<file path="config.mk">
export PLATFORM = sky130hd
export DESIGN_NAME = button_pio_irq_servicer_flat
export DESIGN_NICKNAME = d
export VERILOG_FILES = /design/src/rtl/button_pio_irq_servicer_pkg.sv /design/src/rtl/button_pio_irq_servicer_if.sv /design/src/rtl/button_pio_irq_servicer_fifo.sv /design/src/rtl/button_pio_irq_servicer.sv /design/src/flat_wrapper.sv
export SDC_FILE = /design/constraint.sdc
export NUM_CORES = 1
export LEC_CHECK = 0
export CAP_MARGIN = 20
export CORE_MARGIN = 2
export CORE_UTILIZATION = 46
export CTS_CLUSTER_DIAMETER = 150
export DETAILED_ROUTE_END_ITERATION = 8
export PLACE_DENSITY = 0.85
export SLEW_MARGIN = 20
export SYNTH_ARGS = -nofsm -noshare
export SYNTH_HDL_FRONTEND = slang
export SYNTH_SLANG_ARGS = --single-unit
</file>
<file path="constraint.sdc">
create_clock -name clk -period 3.1 [get_ports clk]
set_input_delay 0.465 -clock clk [delete_from_list [all_inputs] [get_ports clk]]
set_output_delay 0.465 -clock clk [all_outputs]
set_load 0.05 [all_outputs]
</file>
<file path="src/rtl/button_pio_irq_servicer_pkg.sv">
// Shared definitions for the button PIO servicer: register map, FSM states
// and the event record width helper.
package button_pio_pkg;

  localparam logic [1:0] PIO_ADDR_DATA = 2'd0;
  localparam logic [1:0] PIO_ADDR_MASK = 2'd2;
  localparam logic [1:0] PIO_ADDR_EDGE = 2'd3;

  typedef enum logic [3:0] {
    WR_MASK,
    IDLE,
    RD_EDGE,
    RD_EDGE_W,
    CLR_EDGE,
    RD_DATA,
    RD_DATA_W,
    PUSH,
    HOLD
  } state_t;

  // An event carries {edges, levels}, one bit of each per button.
  function automatic int evt_width(input int n_btn);
    return 2 * n_btn;
  endfunction

endpackage

</file>
<file path="src/rtl/button_pio_irq_servicer_if.sv">
// Avalon-MM bus between the servicer (master) and the button PIO (slave).
interface button_pio_irq_servicer_if;

  logic [1:0]  avm_address;
  logic        avm_chipselect;
  logic        avm_write_n;
  logic [31:0] avm_writedata;
  logic [31:0] avm_readdata;

  modport master (
    output avm_address, avm_chipselect, avm_write_n, avm_writedata,
    input  avm_readdata
  );

  modport slave (
    input  avm_address, avm_chipselect, avm_write_n, avm_writedata,
    output avm_readdata
  );

endinterface

</file>
<file path="src/rtl/button_pio_irq_servicer_fifo.sv">
// Synchronous first-word-fall-through FIFO holding button events.
module button_evt_fifo #(
  parameter int WIDTH = 4,
  parameter int DEPTH = 4
) (
  input  logic             clk,
  input  logic             reset,
  input  logic             push,
  input  logic             pop,
  input  logic [WIDTH-1:0] din,
  output logic [WIDTH-1:0] dout,
  output logic             full,
  output logic             empty
);

  localparam int PW = $clog2(DEPTH);

  logic [WIDTH-1:0] mem [DEPTH];
  logic [PW-1:0]    wr_ptr;
  logic [PW-1:0]    rd_ptr;
  logic [PW:0]      count;
  logic             do_push;
  logic             do_pop;

  // A push into a full FIFO is accepted when a pop frees a slot in the same cycle.
  assign do_pop  = pop && !empty;
  assign do_push = push && (!full || do_pop);
  assign empty   = (count == '0);
  assign full    = (count == (PW + 1)'(DEPTH));
  assign dout    = mem[rd_ptr];

  always_ff @(posedge clk) begin
    if (do_push) begin
      mem[wr_ptr] <= din;
    end
  end

  always_ff @(posedge clk) begin
    if (reset) begin
      wr_ptr <= '0;
      rd_ptr <= '0;
      count  <= '0;
    end else begin
      if (do_push) begin
        wr_ptr <= wr_ptr + 1'b1;
      end
      if (do_pop) begin
        rd_ptr <= rd_ptr + 1'b1;
      end
      case ({do_push, do_pop})
        2'b10:   count <= count + 1'b1;
        2'b01:   count <= count - 1'b1;
        default: count <= count;
      endcase
    end
  end

endmodule

</file>
<file path="src/rtl/button_pio_irq_servicer.sv">
// Owns the button PIO: programs its irq mask, services edge interrupts and
// queues {edges, levels} events for the downstream controller.
module button_pio_irq_servicer
  import button_pio_pkg::*;
#(
  parameter int               N_BTN      = 2,
  parameter logic [N_BTN-1:0] MASK_INIT  = 2'b11,
  parameter int               FIFO_DEPTH = 4
) (
  input  logic                      clk,
  input  logic                      reset,
  button_pio_irq_servicer_if.master avm,
  input  logic                      pio_irq,
  input  logic                      cfg_mask_wr,
  input  logic [N_BTN-1:0]          cfg_mask,
  output logic                      evt_valid,
  input  logic                      evt_ready,
  output logic [N_BTN-1:0]          evt_edges,
  output logic [N_BTN-1:0]          evt_level,
  output logic                      overflow,
  output logic [7:0]                drop_count,
  output logic                      busy
);

  localparam int EW = evt_width(N_BTN);

  state_t           state;
  state_t           state_nxt;
  logic [N_BTN-1:0] pending_mask;
  logic             mask_pend;
  logic [N_BTN-1:0] cap_edges;
  logic [N_BTN-1:0] cap_level;
  logic [1:0]       bus_addr;
  logic             bus_cs;
  logic             bus_write_n;
  logic [31:0]      bus_wdata;
  logic             fifo_full;
  logic             fifo_empty;
  logic             fifo_push;
  logic             fifo_pop;
  logic [EW-1:0]    fifo_dout;
  logic [N_BTN-1:0] rdata_btn;
  logic             unused_rdata_hi;

  assign rdata_btn       = avm.avm_readdata[N_BTN-1:0];
  assign unused_rdata_hi = ^avm.avm_readdata[31:N_BTN];

  always_ff @(posedge clk) begin
    if (reset) begin
      state <= WR_MASK;
    end else begin
      state <= state_nxt;
    end
  end

  // Bus outputs decode the current state; reset forces the bus idle so an
  // interrupted sequence issues no further PIO cycles.
  always_comb begin
    state_nxt   = state;
    bus_addr    = PIO_ADDR_DATA;
    bus_cs      = 1'b0;
    bus_write_n = 1'b1;
    bus_wdata   = '0;
    case (state)
      WR_MASK: begin
        bus_addr               = PIO_ADDR_MASK;
        bus_cs                 = 1'b1;
        bus_write_n            = 1'b0;
        bus_wdata[N_BTN-1:0]   = pending_mask;
        state_nxt              = IDLE;
      end
      IDLE: begin
        if (mask_pend) begin
          state_nxt = WR_MASK;
        end else if (pio_irq) begin
          state_nxt = RD_EDGE;
        end
      end
      RD_EDGE: begin
        bus_addr  = PIO_ADDR_EDGE;
        bus_cs    = 1'b1;
        state_nxt = RD_EDGE_W;
      end
      RD_EDGE_W: state_nxt = (rdata_btn == '0) ? IDLE : CLR_EDGE;
      CLR_EDGE: begin
        bus_addr             = PIO_ADDR_EDGE;
        bus_cs               = 1'b1;
        bus_write_n          = 1'b0;
        bus_wdata[N_BTN-1:0] = cap_edges;
        state_nxt            = RD_DATA;
      end
      RD_DATA: begin
        bus_addr  = PIO_ADDR_DATA;
        bus_cs    = 1'b1;
        state_nxt = RD_DATA_W;
      end
      RD_DATA_W: state_nxt = PUSH;
      PUSH:      state_nxt = HOLD;
      HOLD:      state_nxt = IDLE;
      default:   state_nxt = IDLE;
    endcase
    if (reset) begin
      bus_addr    = PIO_ADDR_DATA;
      bus_cs      = 1'b0;
      bus_write_n = 1'b1;
      bus_wdata   = '0;
    end
  end

  assign avm.avm_address    = bus_addr;
  assign avm.avm_chipselect = bus_cs;
  assign avm.avm_write_n    = bus_write_n;
  assign avm.avm_writedata  = bus_wdata;

  // A new mask request always wins, even in WR_MASK, so it is never lost.
  always_ff @(posedge clk) begin
    if (reset) begin
      pending_mask <= MASK_INIT;
      mask_pend    <= 1'b0;
      cap_edges    <= '0;
      cap_level    <= '0;
      overflow     <= 1'b0;
      drop_count   <= '0;
    end else begin
      if (cfg_mask_wr) begin
        pending_mask <= cfg_mask;
        mask_pend    <= 1'b1;
      end else if (state == WR_MASK) begin
        mask_pend <= 1'b0;
      end
      if (state == RD_EDGE_W) begin
        cap_edges <= rdata_btn;
      end
      if (state == RD_DATA_W) begin
        cap_level <= rdata_btn;
      end
      if (state == PUSH && fifo_full && !fifo_pop) begin
        overflow <= 1'b1;
        if (drop_count != 8'hFF) begin
          drop_count <= drop_count + 8'd1;
        end
      end
    end
  end

  assign fifo_push = (state == PUSH);
  assign fifo_pop  = evt_ready && !fifo_empty;

  button_evt_fifo #(
    .WIDTH (EW),
    .DEPTH (FIFO_DEPTH)
  ) u_fifo (
    .clk   (clk),
    .reset (reset),
    .push  (fifo_push),
    .pop   (fifo_pop),
    .din   ({cap_edges, cap_level}),
    .dout  (fifo_dout),
    .full  (fifo_full),
    .empty (fifo_empty)
  );

  assign evt_valid = !fifo_empty;
  assign evt_edges = fifo_dout[EW-1:N_BTN];
  assign evt_level = fifo_dout[N_BTN-1:0];
  assign busy      = (state != IDLE);

endmodule

</file>
<file path="src/flat_wrapper.sv">
// flat-port wrapper written by rule: the top's interface ports become plain ports
module button_pio_irq_servicer_flat import button_pio_pkg::*;
#(
  parameter int               N_BTN      = 2,
  parameter logic [N_BTN-1:0] MASK_INIT  = 2'b11,
  parameter int               FIFO_DEPTH = 4
)
  (clk, reset, pio_irq, cfg_mask_wr, cfg_mask, evt_valid, evt_ready, evt_edges, evt_level, overflow, drop_count, busy, avm_avm_address, avm_avm_chipselect, avm_avm_write_n, avm_avm_writedata, avm_avm_readdata);
  button_pio_irq_servicer_if avm_i ();
  input  logic clk;
  input  logic reset;
  input  logic pio_irq;
  input  logic cfg_mask_wr;
  input  logic [N_BTN-1:0] cfg_mask;
  output logic evt_valid;
  input  logic evt_ready;
  output logic [N_BTN-1:0] evt_edges;
  output logic [N_BTN-1:0] evt_level;
  output logic overflow;
  output logic [7:0] drop_count;
  output logic busy;
  output wire logic [$bits(avm_i.avm_address)-1:0] avm_avm_address;
  output wire logic [$bits(avm_i.avm_chipselect)-1:0] avm_avm_chipselect;
  output wire logic [$bits(avm_i.avm_write_n)-1:0] avm_avm_write_n;
  output wire logic [$bits(avm_i.avm_writedata)-1:0] avm_avm_writedata;
  input wire logic [$bits(avm_i.avm_readdata)-1:0] avm_avm_readdata;
  assign avm_avm_address = avm_i.avm_address;
  assign avm_avm_chipselect = avm_i.avm_chipselect;
  assign avm_avm_write_n = avm_i.avm_write_n;
  assign avm_avm_writedata = avm_i.avm_writedata;
  assign avm_i.avm_readdata = avm_avm_readdata;
  button_pio_irq_servicer #(.N_BTN(N_BTN), .MASK_INIT(MASK_INIT), .FIFO_DEPTH(FIFO_DEPTH)) u_core (.clk(clk), .reset(reset), .avm(avm_i), .pio_irq(pio_irq), .cfg_mask_wr(cfg_mask_wr), .cfg_mask(cfg_mask), .evt_valid(evt_valid), .evt_ready(evt_ready), .evt_edges(evt_edges), .evt_level(evt_level), .overflow(overflow), .drop_count(drop_count), .busy(busy));
endmodule
</file>
# Word-level counts from Yosys, hierarchy flattened
# Memories as Yosys holds them, arrays and structs flattened. A register that Yosys moved wholly into a read port is not among the register bits.
# Cells that the tools add are included.
[word_totals] reg_bits=27 ramBits=16 input_bits=39 out_inout_bits=51 n_memories=1
[memory_table] memory="u_core.u_fifo.mem" words=4 width=4 rd=1 rd_clocked_by_memory_dff=1 wr=1 line_no="button_pio_irq_servicer_fifo.sv:18" source="logic [WIDTH-1:0] mem [DEPTH];"
[classes] add_sub_neg=5 eq_ne=13 mux=19 n_reduce_logical=18
[op_table] op="case mux 4 bit (7 select lines)" n=1
[op_table] op="equality test 4 x 3 -> 1 bit (second input constant)" n=4
[op_table] op="adder 8 x 1 -> 8 bit (second input constant)" n=1
[op_table] op="equality test 4 x 2 -> 1 bit (second input constant)" n=2
[op_table] op="2-to-1 mux 1 bit" n=8
[op_table] op="2-to-1 mux 2 bit" n=4
[op_table] op="2-to-1 mux 4 bit" n=2
[op_table] op="!= test 8 bit (second input constant)" n=1
[op_table] op="case mux 2 bit (2 select lines)" n=2
[op_table] op="case mux 3 bit (2 select lines)" n=1
[op_table] op="logical AND 1 bit" n=5
[op_table] op="adder 2 x 1 -> 2 bit (second input constant)" n=2
[op_table] op="equality test 4 x 1 -> 1 bit (second input constant)" n=1
[op_table] op="logical NOT 4 bit" n=1
[op_table] op="!= test 4 x 1 -> 1 bit (second input constant)" n=1
[op_table] op="nonzero test 2 bit" n=2
[op_table] op="OR reduction 2 bit" n=2
[op_table] op="OR reduction 4 bit" n=1
[op_table] op="adder 3 x 1 -> 3 bit (second input constant)" n=1
[op_table] op="equality test 3 bit (second input constant)" n=1
[op_table] op="logical NOT 1 bit" n=3
[op_table] op="logical NOT 3 bit" n=1
[op_table] op="2-to-1 mux 3 bit" n=1
[op_table] op="!= test 3 x 2 -> 1 bit (second input constant)" n=1
[op_table] op="6 further kinds" n=6

# Longest topological paths before layout
# Gate-level depths: netlist (run 1).
[depth] ltp_word=8 mapped_depth=7 depth_no_buf=6

# By module
# Synthesis (run 1) repeated with hierarchy kept, for this count alone.
[hier_totals] hier_cells=219 area_unflattened_um2=2312.2
[modules_own_cells] module="button_pio_irq_servicer" n_inst=1 cells_each=140 area_each_um2=1199.9 seq_area_each_um2=400.4
[modules_own_cells] module="button_evt_fifo" n_inst=1 cells_each=79 area_each_um2=1112.3 seq_area_each_um2=660.6

# Worst setup path after synthesis (run 1)
# OpenSTA, ideal clock, no wires.
[synth_timing] path_type="flip-flop to output port" start="reg u_core.state[2]" end="out avm_avm_address[1]" arrival_ps=3027 required_time_ps=2635 setup_slack_ps=-392 stages_incl_launch_ff=3 path_buffers=1 path_cell_list="dfxtp_1 clkbuf_1 a2111oi_0"
[synth_via] elab_chain_cells=4 word_cells_on_any_way=6 cone_classes="2 x eq/ne; 2 x mux; 2 x reduce/logical"
[synth_lines] element="from (decl)" line_no="button_pio_irq_servicer.sv:27" source="state_t state;"
[synth_lines] element="from (signal assigned)" line_no="button_pio_irq_servicer.sv:52" source="state <= state_nxt;"
[synth_lines] element="equality test 4 x 2 -> 1 bit / equality test 4 x 3 -> 1 bit (equally long branches)" line_no="button_pio_irq_servicer.sv:64" source="case (state)"
[synth_lines] element="OR reduction 2 bit (no line)"
[synth_lines] element="case mux 2 bit (2 select lines) (*)" line_no="button_pio_irq_servicer.sv:64"
[synth_lines] element="2-to-1 mux 2 bit (*)" line_no="button_pio_irq_servicer.sv:102" source="if (reset) begin"
[synth_lines] element="to (decl)" line_no="flat_wrapper.sv:22" source="output wire logic [$bits(avm_i.avm_address)-1:0] avm_avm_address;"
# Mark *: on every way between the ends. The rest lies on a longest branch, timed or not.

==> results of run 1 <==
## path summary, 6_finish.rpt
kind | start | depth (start not counted) | slack (ns) | endpoint
max | flop | 2 | 0.62 | evt_edges[1]
min | u_core.overflow | 2 | 0.49 | u_core.overflow
max reg2reg | u_core.state[3] | 6 | 0.85 | u_core.u_fifo.count[2]
min reg2reg | u_core.overflow | 2 | 0.49 | u_core.overflow
## sequential cells by signal (all words and copies together) (netlist names), named ones only
signal / cells
u_core.mask_pend: 1
u_core.u_fifo.wr_ptr: 2
u_core.overflow: 1
u_core.cap_level: 2
u_core.drop_count: 8
u_core.pending_mask: 2
u_core.u_fifo.rd_ptr: 2
u_core.u_fifo.count: 3
u_core.state: 4
u_core.u_fifo.mem: 16
u_core.cap_edges: 2
## through the flow
step	area (sq um)	setup slack [ns]	total power [mW]	instances	hold slack (ns)
after floorplan	2340	0.270	0.812	242	0.441
after global placement	2490	0.492	0.833	288	0.458
after detailed placement	2490	0.445	0.835	288	0.466
after CTS	2600	0.597	1.28	296	0.491
after global routing	2600	0.549	1.31	296	0.520
final	2600	0.623	1.27	296	0.489
## power by group through the flow
stage                     combinational [mW]  sequential [mW]  clock [mW]
after floorplan                        0.181            0.631           0
after global placement                 0.194            0.639           0
after detailed placement               0.196            0.639           0
after CTS                              0.197            0.626       0.463
after global routing                   0.206            0.627       0.478
final                                  0.196            0.626       0.453
## cells in the final DEF, fill, tap and decap left out, drive strengths merged, types with 5 or more instances in the layout
master / count
nand2: 11
clkbuf: 7
buf: 7
a21oi: 13
clkdlybuf4s50: 23
conb: 30
nor2: 23
ha: 5
inv: 8
or3: 5
nor3: 6
dfxtp: 29
nand3: 5
mux2i: 10
edfxtp: 16
## critical path, delay by kind of cell, from the launching register on
| kind | cells | cell delay [ns] |
|---|---|---|
| muxes | 1 | 0.54 |
| DFF | 1 | 0.47 |
| buffers and inverters | 1 | 0.71 |
## per-layer routing
| metal | vias up | global-route usage | share of wire |
|---|---|---|---|
| met3 | 4 | 0.0425 | 0.055 |
| met2 | 54 | 0.257 | 0.51 |
| li1 | 753 | - | - |
| met4 | 0 | 0.0465 | 0.0089 |
| met5 | - | 0 | 0 |
| met1 | 722 | 0.165 | 0.42 |
## layout make-up
type,instances,share of cell area
Clock buffer,7,0.0332
Clock inverter,1,0.0115
Inverter,8,0.0115
Multi-Input combinational cell,151,0.377
Sequential cell,45,0.408
Tap cell,54,0.0260
Timing Repair Buffer,30,0.133
## logic make-up after synthesis
group                    Yosys count  synth area share
other                              1           0.00168
AO/OA/AOI/OAI                     27            0.0787
flip-flops                        45             0.476
buffers and inverters             46             0.132
multiplexers                      16            0.0955
XOR/XNOR                           5            0.0197
AND/OR/NAND/NOR                   67             0.159
adder cells (fa/ha/maj)            6            0.0371
==> flow_summary.yaml, run 1 <==
detailed_routing:
  first_pass_iters: 4
  drc: 0
  routed_wl_um: 3810
  drt-vias-per-instance: 5.18
  post_drt_wl_per_cell_um: 12.9
  ant_nets: 0
  first_iter_violations: 71
  routed-via-count: 1533
logic_synthesis:
  yosysTopAreaCellShare: 0.261
  avgSynthCellArea_sq_um: 10.5
  synth_commonest_cells: "buf_4, dfxtp_1, nor2_1"
  synth_edf_count: 16
  ys_ff_latch: 45
  ys_seq_area_frac: 0.476
  synthArstFlopShare: 0
  synth_area_leader_cell: "dfxtp_1"
  syn-instance-count: 213
  synth_most_common_cell: "buf_4"
  ys_warn_count: 0
  ys.flop_type: "dfxtp_1"
  syn_area_sq_um: 2230
  ys_types: 42
  synth.area.top_cells: "dfxtp_1, edfxtp_1, buf_4"
timing:
  skew_ns: 0.0128
  worstMarginPinSlew_ns: 0.604
  max_freq_ghz: 0.404
  fin_crit_ns: 2.48
  finalHoldViolations: 0
  maxSlewHeadroom: 0.596
  rsz0062_at_grt: "false"
  setup_tns_ns: 0
  maxSlewViolCount: 0
  setup_viol: 0
  finalCritPeriodShare: 0.799
pwr:
  power.internal_mw: 0.928
  p_switching_mw: 0.347
  power_density_nw_per_um2: 490
  power.leakage_nw: 0.985
  vdd_drop_max_uv: 318
  clkPwrFrac: 0.355
  power.share.combinational: 0.154
  seqPwrFrac: 0.491
  swShare: 0.272
floorplanning:
  dieArea_sq_um: 5410
  ioPinCount: 90
  fp.dieW_um: 73.6
  die-height_um: 73.6
  rows: 25
  start_util: 0.475
  core_area_sq_um: 4690
clocking:
  post_cts_resized: 0
  htree_levels: 2
  tritoncts: "yes"
  clock_sinks: 45
  post_cts_buffers: 0
  clk_path_buf_depth: 2
  clk_latency_ns: 0.30
  cts_hold_buf: 0
  cts-buffers-inserted: 5
  root_buffer: "clkbuf_8"
  clk_pin_slew_ns: 0.09
placement:
  io_buffers: 29
  hpwlAfterDp_um: 2820
  gp_congestion: 0.871
global_routing:
  antenna_found_initial: 0
  grt_pass1_vias: 1455
  grt_util_all_layers: 0.144
  grt_pass1_wl_um: 6110
  gr-total-overflow: 0
  grt_max_degree: 30
setup_path:
  cp_slowest_stage_delay_ns: 0.71
  critPathLaunchType: "flop"
  cp_max_fo: 4
  arrival_ns: 2.01
  slowest_stage: "clkdlybuf4s50_1"
  crit_required_ns: 2.63
  crit_chain: "mux4_2 > clkdlybuf4s50_1"
  end_kind: "output pin"
  crit_type: "flop to output pin"
layout:
  n_antenna_cell: 0
  multi_input_area_sq_um: 982
  layout.nets: 286
  seq_area_sq_um: 1060
  drive_above_1_share: 0.103
  fill_cells: 424
  final_util: 0.555
  area_growth_pct: 16.9
worst_hold_path:
  hp-class: "flop to flop"
run_status:
  outcome: "finished clean"
job:
  maxCapViolCount: 0
(Power assumes the default switching activity.)
==> run 2, diff against run 1 <==
Settings changed: CORE_UTILIZATION 46 to 43, PLACE_DENSITY 0.85 to 0.8.
Clock period 3.1 ns to 2.5 ns, I/O delays scaled along.
==> flow_summary.yaml, run 2 (synthesis gave the netlist of run 1 again) <==
floorplanning:
  rows: 26
  ioPinCount: 90
  dieArea_sq_um: 5770
  die-height_um: 76.0
  core_area_sq_um: 5040
  fp.dieW_um: 76.0
  start_util: 0.442
layout:
  fill_cells: 453
  final_cell_mix: "conb_1, dfxtp_1, nor2_1, clkdlybuf4s50_1, edfxtp_1"
  final_util: 0.521
  area_growth_pct: 17.9
  mostFrequentLayoutCell: "conb_1"
  largest_reg_flops: 16
  n_antenna_cell: 0
  top_register: "u_core.u_fifo.mem"
  layout.nets: 289
  reg_top3: "u_core.u_fifo.mem (16), u_core.drop_count (8), u_core.state (4)"
  drive_above_1_share: 0.122
pwr:
  vdd_drop_max_uv: 328
  power.internal_mw: 1.02
  swShare: 0.301
  clkPwrFrac: 0.303
  seqPwrFrac: 0.529
  p_switching_mw: 0.442
  power.share.combinational: 0.167
  power.leakage_nw: 0.986
  power_density_nw_per_um2: 559
  total_power_mw: 1.47
placement:
  hpwlAfterDp_um: 2780
  io_buffers: 29
  gp_congestion: 0.815
setup_path:
  cp_slowest_stage_delay_ns: 0.71
  crit_chain: "mux4_2 > clkdlybuf4s50_1"
  worst-path-stages: 2
  worstReg2RegStart: "u_core.u_fifo.count[0]"
  reg2reg_slack_ns: 0.46
  slowest_stage: "clkdlybuf4s50_1"
  critPathLaunchType: "flop"
  cp_max_fo: 4
  crit_type: "flop to output pin"
  cp_top_family: "buffers and inverters"
  reg2reg_depth: 6
  critical_path_buf_inv_count: 1
  arrival_ns: 2.03
  end_kind: "output pin"
  crit_required_ns: 2.12
  reg2reg_to: "u_core.u_fifo.count[2]"
  worstSetupEndpoint: "evt_level[1]"
timing:
  maxSlewViolCount: 0
  fin_crit_ns: 2.41
  skew_ns: 0.00796
  worstMarginPinSlew_ns: 0.560
  max_freq_ghz: 0.416
  finalHoldViolations: 0
  hold_slack_ns: 0.490
  maxSlewHeadroom: 0.622
  setup_tns_ns: 0
  finalCritPeriodShare: 0.962
  rsz0062_at_grt: "false"
  setup_viol: 0
clocking:
  htree_levels: 2
  clock_sinks: 45
  post_cts_buffers: 0
  tritoncts: "yes"
  clk_latency_ns: 0.30
  cts_hold_buf: 0
  root_buffer: "clkbuf_8"
  post_cts_resized: 0
  cts-buffers-inserted: 5
  clk_pin_slew_ns: 0.08
  clk_path_buf_depth: 2
global_routing:
  grt_max_degree: 17
  grt_pass1_wl_um: 6530
  grt_util_all_layers: 0.138
  grt_pass1_vias: 1364
  gr-total-overflow: 0
  antenna_found_initial: 0
detailed_routing:
  routed-via-count: 1516
  drt-vias-per-instance: 4.81
  first_iter_violations: 137
  ant_nets: 0
  first_pass_iters: 4
  routed_wl_um: 3750
  post_drt_wl_per_cell_um: 11.9
  drc: 0
worst_hold_path:
  hp-class: "flop to flop"
job:
  maxCapViolCount: 0
run_status:
  outcome: "finished clean"
## run 2: cell types whose count changed in the layout (fill, tap and decap cells not counted), sizes merged
cell	delta
clkinvlp	+1
clkbuf	-2
buf	+3
bufinv	-1
clkinv	+2
## run 2: metrics by stage
stage               instances  instance area (sq um)  worst slack (ns)
floorplan                 242                   2340            0.0764
global placement          307                   2530             0.122
detailed placement        307                   2530             0.107
CTS                       315                   2630            0.0590
global route              315                   2630            0.0113
finish                    315                   2630            0.0939
## run 2: tightest hold or removal path: stages (launching register included)
cell and delay (ns):
dfxtp_1 0.34, a21oi_1 0.05, nor2_1 0.07
## run 2: final cells by class
class / instances / area, sq um / share of cell area
Timing Repair Buffer: 33 / 368 / 0.140
Clock buffer: 5 / 68.8 / 0.0262
Multi-Input combinational cell: 151 / 987 / 0.376
Inverter: 8 / 30.0 / 0.0114
Clock inverter: 3 / 22.5 / 0.00858
Tap cell: 70 / 87.6 / 0.0334
Sequential cell: 45 / 1060 / 0.404
## run 2: worst min-delay path by stage
stage                                       from                 endpoint  cells past startpoint
after floorplan           u_core.pending_mask[0]   u_core.pending_mask[0]                      2
after detailed placement         u_core.overflow          u_core.overflow                      2
after CTS                        u_core.overflow          u_core.overflow                      2
after global placement    u_core.pending_mask[0]   u_core.pending_mask[0]                      2
after global routing         u_core.cap_level[1]  u_core.u_fifo.mem[0][1]                      0
final                            u_core.overflow          u_core.overflow                      2
## run 2: power groups by stage
stage               registers (mW)  logic, mW  clock network (mW)
global route                 0.779      0.256               0.492
finish                       0.776      0.246               0.445
floorplan                    0.783      0.225                   0
detailed placement           0.794      0.245                   0
global placement             0.793      0.243                   0
CTS                          0.777      0.246               0.457
## run 2: routing by layer
metal  global-route usage  vias up  wire, um
met5                    0        -         0
li1                     -      752         -
met1                0.177      715      1680
met2                0.228       44      1800
met3               0.0429        5       222
met4               0.0327        0        39
